$ cat src/rtl/mmio_pkg.sv
// mmio_pkg: shared bus widths, size encodings and master state type for the byte-wide MMIO bus.
package mmio_pkg;
   localparam int MMIO_ADDR_W = 12;
   localparam int MMIO_DATA_W = 8;
   localparam logic [1:0] SZ_BYTE = 2'd0;
   localparam logic [1:0] SZ_HALF = 2'd1;
   localparam logic [1:0] SZ_WORD = 2'd2;
   typedef enum logic [1:0] {IDLE, REQ, WAIT, DONE} state_t;
   function automatic logic [1:0] last_index(input logic [1:0] size);
      return size == SZ_WORD ? 2'd3 : size == SZ_HALF ? 2'd1 : 2'd0;
   endfunction
endpackage

$ cat src/rtl/mmio_byte_master.sv
// mmio_byte_master: splits a CPU byte/half/word access into byte-wide request/response
// transactions with little-endian assembly, alignment checking and a response timeout.
module mmio_byte_master
   import mmio_pkg::*;
#(
   parameter int TIMEOUT = 16
) (
   input  logic                   i_clk,
   input  logic                   i_rst_n,
   input  logic                   i_cpu_request,
   input  logic                   i_cpu_write,
   input  logic [1:0]             i_cpu_size,
   input  logic [MMIO_ADDR_W-1:0] i_cpu_address,
   input  logic [31:0]            i_cpu_wdata,
   output logic [31:0]            o_cpu_rdata,
   output logic                   o_cpu_done,
   output logic                   o_cpu_error,
   output logic                   o_cpu_busy,
   output logic                   o_request,
   output logic                   o_write,
   output logic [MMIO_ADDR_W-1:0] o_address,
   output logic [MMIO_DATA_W-1:0] o_data,
   input  logic [MMIO_DATA_W-1:0] i_data,
   input  logic                   i_data_DV
);
   localparam int CW = $clog2(TIMEOUT + 1);
   state_t state, state_nxt;
   logic write_q;
   logic [1:0] size_q, k;
   logic [MMIO_ADDR_W-1:0] base;
   logic [31:0] wdata_q;
   logic [CW-1:0] cnt;
   logic bad, last, expire, accept;
   assign bad = i_cpu_size == 2'd3 || (i_cpu_size == SZ_HALF && i_cpu_address[0])
                || (i_cpu_size == SZ_WORD && i_cpu_address[1:0] != 2'd0);
   assign last = k == last_index(size_q);
   assign expire = !i_data_DV && cnt == CW'(TIMEOUT - 1);
   assign accept = state == IDLE && i_cpu_request;
   assign o_request = state == REQ;
   assign o_cpu_done = state == DONE;
   assign o_cpu_busy = state != IDLE;
   assign o_write = write_q;
   assign o_address = base + MMIO_ADDR_W'(k);
   assign o_data = wdata_q[{k, 3'b000} +: MMIO_DATA_W];
   always_ff @(posedge i_clk or negedge i_rst_n)
      if (!i_rst_n) state <= IDLE;
      else state <= state_nxt;
   always_comb begin
      state_nxt = state;
      case (state)
         IDLE: state_nxt = i_cpu_request ? (bad ? DONE : REQ) : IDLE;
         REQ:  state_nxt = WAIT;
         WAIT: state_nxt = i_data_DV ? (last ? DONE : REQ) : (expire ? DONE : WAIT);
         default: state_nxt = IDLE;
      endcase
   end
   always_ff @(posedge i_clk or negedge i_rst_n) begin
      if (!i_rst_n) begin
         write_q <= 1'b0;
         size_q <= SZ_BYTE;
         base <= '0;
         wdata_q <= '0;
         k <= 2'd0;
         cnt <= '0;
         o_cpu_rdata <= '0;
         o_cpu_error <= 1'b0;
      end else begin
         if (accept) begin
            write_q <= i_cpu_write;
            size_q <= i_cpu_size;
            base <= i_cpu_address;
            wdata_q <= i_cpu_wdata;
            k <= 2'd0;
            o_cpu_rdata <= '0;
            o_cpu_error <= bad;
         end
         if (state == REQ) cnt <= '0;
         if (state == WAIT) begin
            cnt <= cnt + 1'b1;
            if (i_data_DV) begin
               if (!write_q) o_cpu_rdata[{k, 3'b000} +: MMIO_DATA_W] <= i_data;
               if (!last) k <= k + 2'd1;
            end else if (expire) o_cpu_error <= 1'b1;
         end
      end
   end
endmodule

$ cat config.mk
export PLATFORM = sky130hd
export DESIGN_NAME = mmio_byte_master
export DESIGN_NICKNAME = d
export VERILOG_FILES = /design/src/rtl/mmio_pkg.sv /design/src/rtl/mmio_byte_master.sv
export SDC_FILE = /design/constraint.sdc
export NUM_CORES = 1
export LEC_CHECK = 0
export BUFFER_PORTS_ARGS = -buffer_cell sky130_fd_sc_hd__clkbuf_2
export CAP_MARGIN = 5
export CORE_MARGIN = 8
export CORE_UTILIZATION = 55
export DETAILED_ROUTE_END_ITERATION = 10
export GPL_TIMING_DRIVEN = 0
export PLACE_DENSITY = 0.83
export SLEW_MARGIN = 10
export SYNTH_ARGS = -nofsm -noshare
export SYNTH_HDL_FRONTEND = slang
export SYNTH_SLANG_ARGS = --single-unit
$ cat constraint.sdc
create_clock -name i_clk -period 3.85 [get_ports i_clk]
set_clock_uncertainty 0.15 [all_clocks]
set_input_delay 0.77 -clock i_clk [delete_from_list [all_inputs] [get_ports i_clk]]
set_output_delay 0.77 -clock i_clk [all_outputs]
set_load 0.1 [all_outputs]
==> impl_metrics.env <==
export IMPL_layout_common_cells="clkbuf_2 (113), dfrtp_1 (89), mux2_2 (44)"
export IMPL_cts_root_buf="clkbuf_8"
export IMPL_hp_class="input pin to asynchronous set/reset pin"
export IMPL_criticalPathCategory="register to output port"
export IMPL_htreeDepth=3
export IMPL_grt_max_degree=50
export IMPL_grt_busiest_layer="met2"
export IMPL_grt_util_met2=0.3143
export IMPL_finalHoldViolations=0
export IMPL_cts_sink_count=89
export IMPL_yosys_warnings=0
export IMPL_fp_row_count=31
export IMPL_hold_ws_ns=0.2842
export IMPL_rr_worst_depth=6
export IMPL_slew_headroom=0.5882
export IMPL_gr_total_overflow=0
export IMPL_detailed_place_hpwl_um=7297
export IMPL_cts_buffers=9
export IMPL_use_met3=0.07221
export IMPL_cts_hold_buf=0
export IMPL_ctsResizeCount=0
export IMPL_synth_distinct_cells=43
export IMPL_core_um2=7253
export IMPL_fin_nets=493
export IMPL_timing_final_crit_share=0.9000
export IMPL_vias=2881
export IMPL_cp_start_kind="register"
export IMPL_drt_first_pass_iters=4
export IMPL_cp_arrival_ns=2.55
export IMPL_crit_fanout=8
export IMPL_wl_per_cell_um=18.29
export IMPL_fin_area_um2=5011
export IMPL_grt_pass1_wl_um=15460
export IMPL_report_final_slew_viol_count=0
export IMPL_status="finished, final reports clean"
export IMPL_fin_crit_ns=3.465
export IMPL_n_antenna_cell=0
export IMPL_first_global_vias=3173
export IMPL_clk_pin_slew_worst_paths_ns=0.10
export IMPL_initial_utilization=0.5655
export IMPL_syn_cell_area_um2=4101
export IMPL_grt_use_total=0.1922
export IMPL_dieArea_um2=10480
export IMPL_avgViaCountPerCell=5.509
export IMPL_fmax_mhz=288.6
export IMPL_wirelength_um=9566
export IMPL_synth_flop_cell="dfrtp_1"
export IMPL_cts_max_path_buffers=2
export IMPL_syn_inst=293
export IMPL_drv_cap=0
export IMPL_cp_required_ns=2.93
export IMPL_drive_gt1_frac=0.4717
export IMPL_rsz0062_at_grt="no"
export IMPL_dieWidth_um=102.4
export IMPL_post_cts_buffers=0
export IMPL_detail_route_antenna_nets=0
export IMPL_setup_tns_ns=0
export IMPL_dr_first_iter_drc_count=75
export IMPL_port_buffers=114
export IMPL_synth_fp_nets=367
export IMPL_synth_edf_count=0
export IMPL_antenna_found_initial=0
export IMPL_worstSetupEndpointType="output port"
export IMPL_setup_viol=0
export IMPL_async_flop_share=1.000
export IMPL_ioPinCount=116
export IMPL_final_common_cell="clkbuf_2"
export IMPL_layoutNonFillerInstCount=523
export IMPL_grt_use_met1=0.2281
export IMPL_route_detailed_drc=0
export IMPL_ys_seq_area_frac=0.5430
export IMPL_gp_congestion=0.7735
export IMPL_postSynthAreaPerCell_um2=14.00
export IMPL_worst_pin_slew_ns=0.6143
export IMPL_clk_latency_ns=0.36
export IMPL_die_h_um=102.4
export IMPL_place_area_um2=4826
export IMPL_cts_tree="done"
export IMPL_dp_cells=507
export IMPL_area_growth_syn_to_layout_pct=22.18
export IMPL_synth_seq_cells=89
[through the flow]
step,setup WS [ns],util
6_report,0.3849,0.6909
5_1_grt,0.2177,0.6909
4_1_cts,0.3859,0.6909
3_5_place_dp,0.8100,0.6653
3_3_place_gp,0.8140,0.6612
2_1_floorplan,0.1411,-
[metal layers]
metal  vias to the layer above  wire [um]
met5                         -          0
met4                         0        110
met3                        10        784
met2                       102       4619
met1                      1428       4052
li1                       1341          -
[flip-flops by register name, summed over array words and instances, names as in the netlist]
name,count
k,2
base,12
o_cpu_rdata,32
wdata_q,32
state,2
o_write,1
cnt,5
size_q,2
o_cpu_error,1
[area by class of cell]
| class | count | area [um^2] |
|---|---|---|
| plain buffers | 11 | 63.81 |
| clock buffers | 9 | 123.9 |
| clock inverters | 7 | 61.31 |
| fillers | 563 | 2242 |
| inverters | 14 | 52.55 |
| multi-input cells | 179 | 1758 |
| flip-flops and latches | 89 | 2227 |
| well taps | 99 | 123.9 |
| repair buffers | 115 | 600.6 |
[cells by family after synthesis]
logic type / synth area share
AOI/OAI and AO/OA: 0.1068
xor gates and xnor gates: 0.02563
adders and majority gates: 0.04759
buffers and inverters: 0.02837
DFF: 0.5430
muxes: 0.1745
and+or+nand+nor: 0.07413
[worst max-delay path, stage by stage (launching register included)]
cell and delay [ns]:
dfrtp_1 0.59, ha_1 0.26, fa_1 0.22, nand3_1 0.19
nor3_1 0.26, xor2_1 0.19, clkbuf_2 0.48
[Yosys cell counts, types with 3 or more instances]
library cell,number,area (um^2)
a21oi_1,4,20.02
a22o_1,17,148.9
a32o_1,16,160.2
buf_2,3,15.01
buf_4,5,37.54
clkbuf_1,3,11.26
dfrtp_1,89,2227
ha_1,14,175.2
inv_1,13,48.80
mux2_2,44,495.5
mux2i_1,4,40.04
mux4_2,8,180.2
nand2_1,12,45.04
nand3_1,6,30.03
nor3_1,3,15.01
nor4_4,3,63.81
o21ai_0,8,40.04
xnor2_1,4,35.03
xor2_1,8,70.07
[worst paths after layout]
kind / end / slack [ns] / from
worst max-delay path: o_address[10] / 0.38 / k[0]
worst min-delay path: cnt[3] / 0.28 / i_rst_n
worst max register to register: o_cpu_rdata[7] / 1.10 / k[1]
worst min register to register: wdata_q[13] / 0.36 / wdata_q[13]
max in group asynchronous: wdata_q[25] / 2.64 / i_rst_n
min in group i_clk: wdata_q[13] / 0.36 / wdata_q[13]
Power is not shown: default switching activity piles up to over one toggle a cycle in this logic, so the estimate is an artifact.
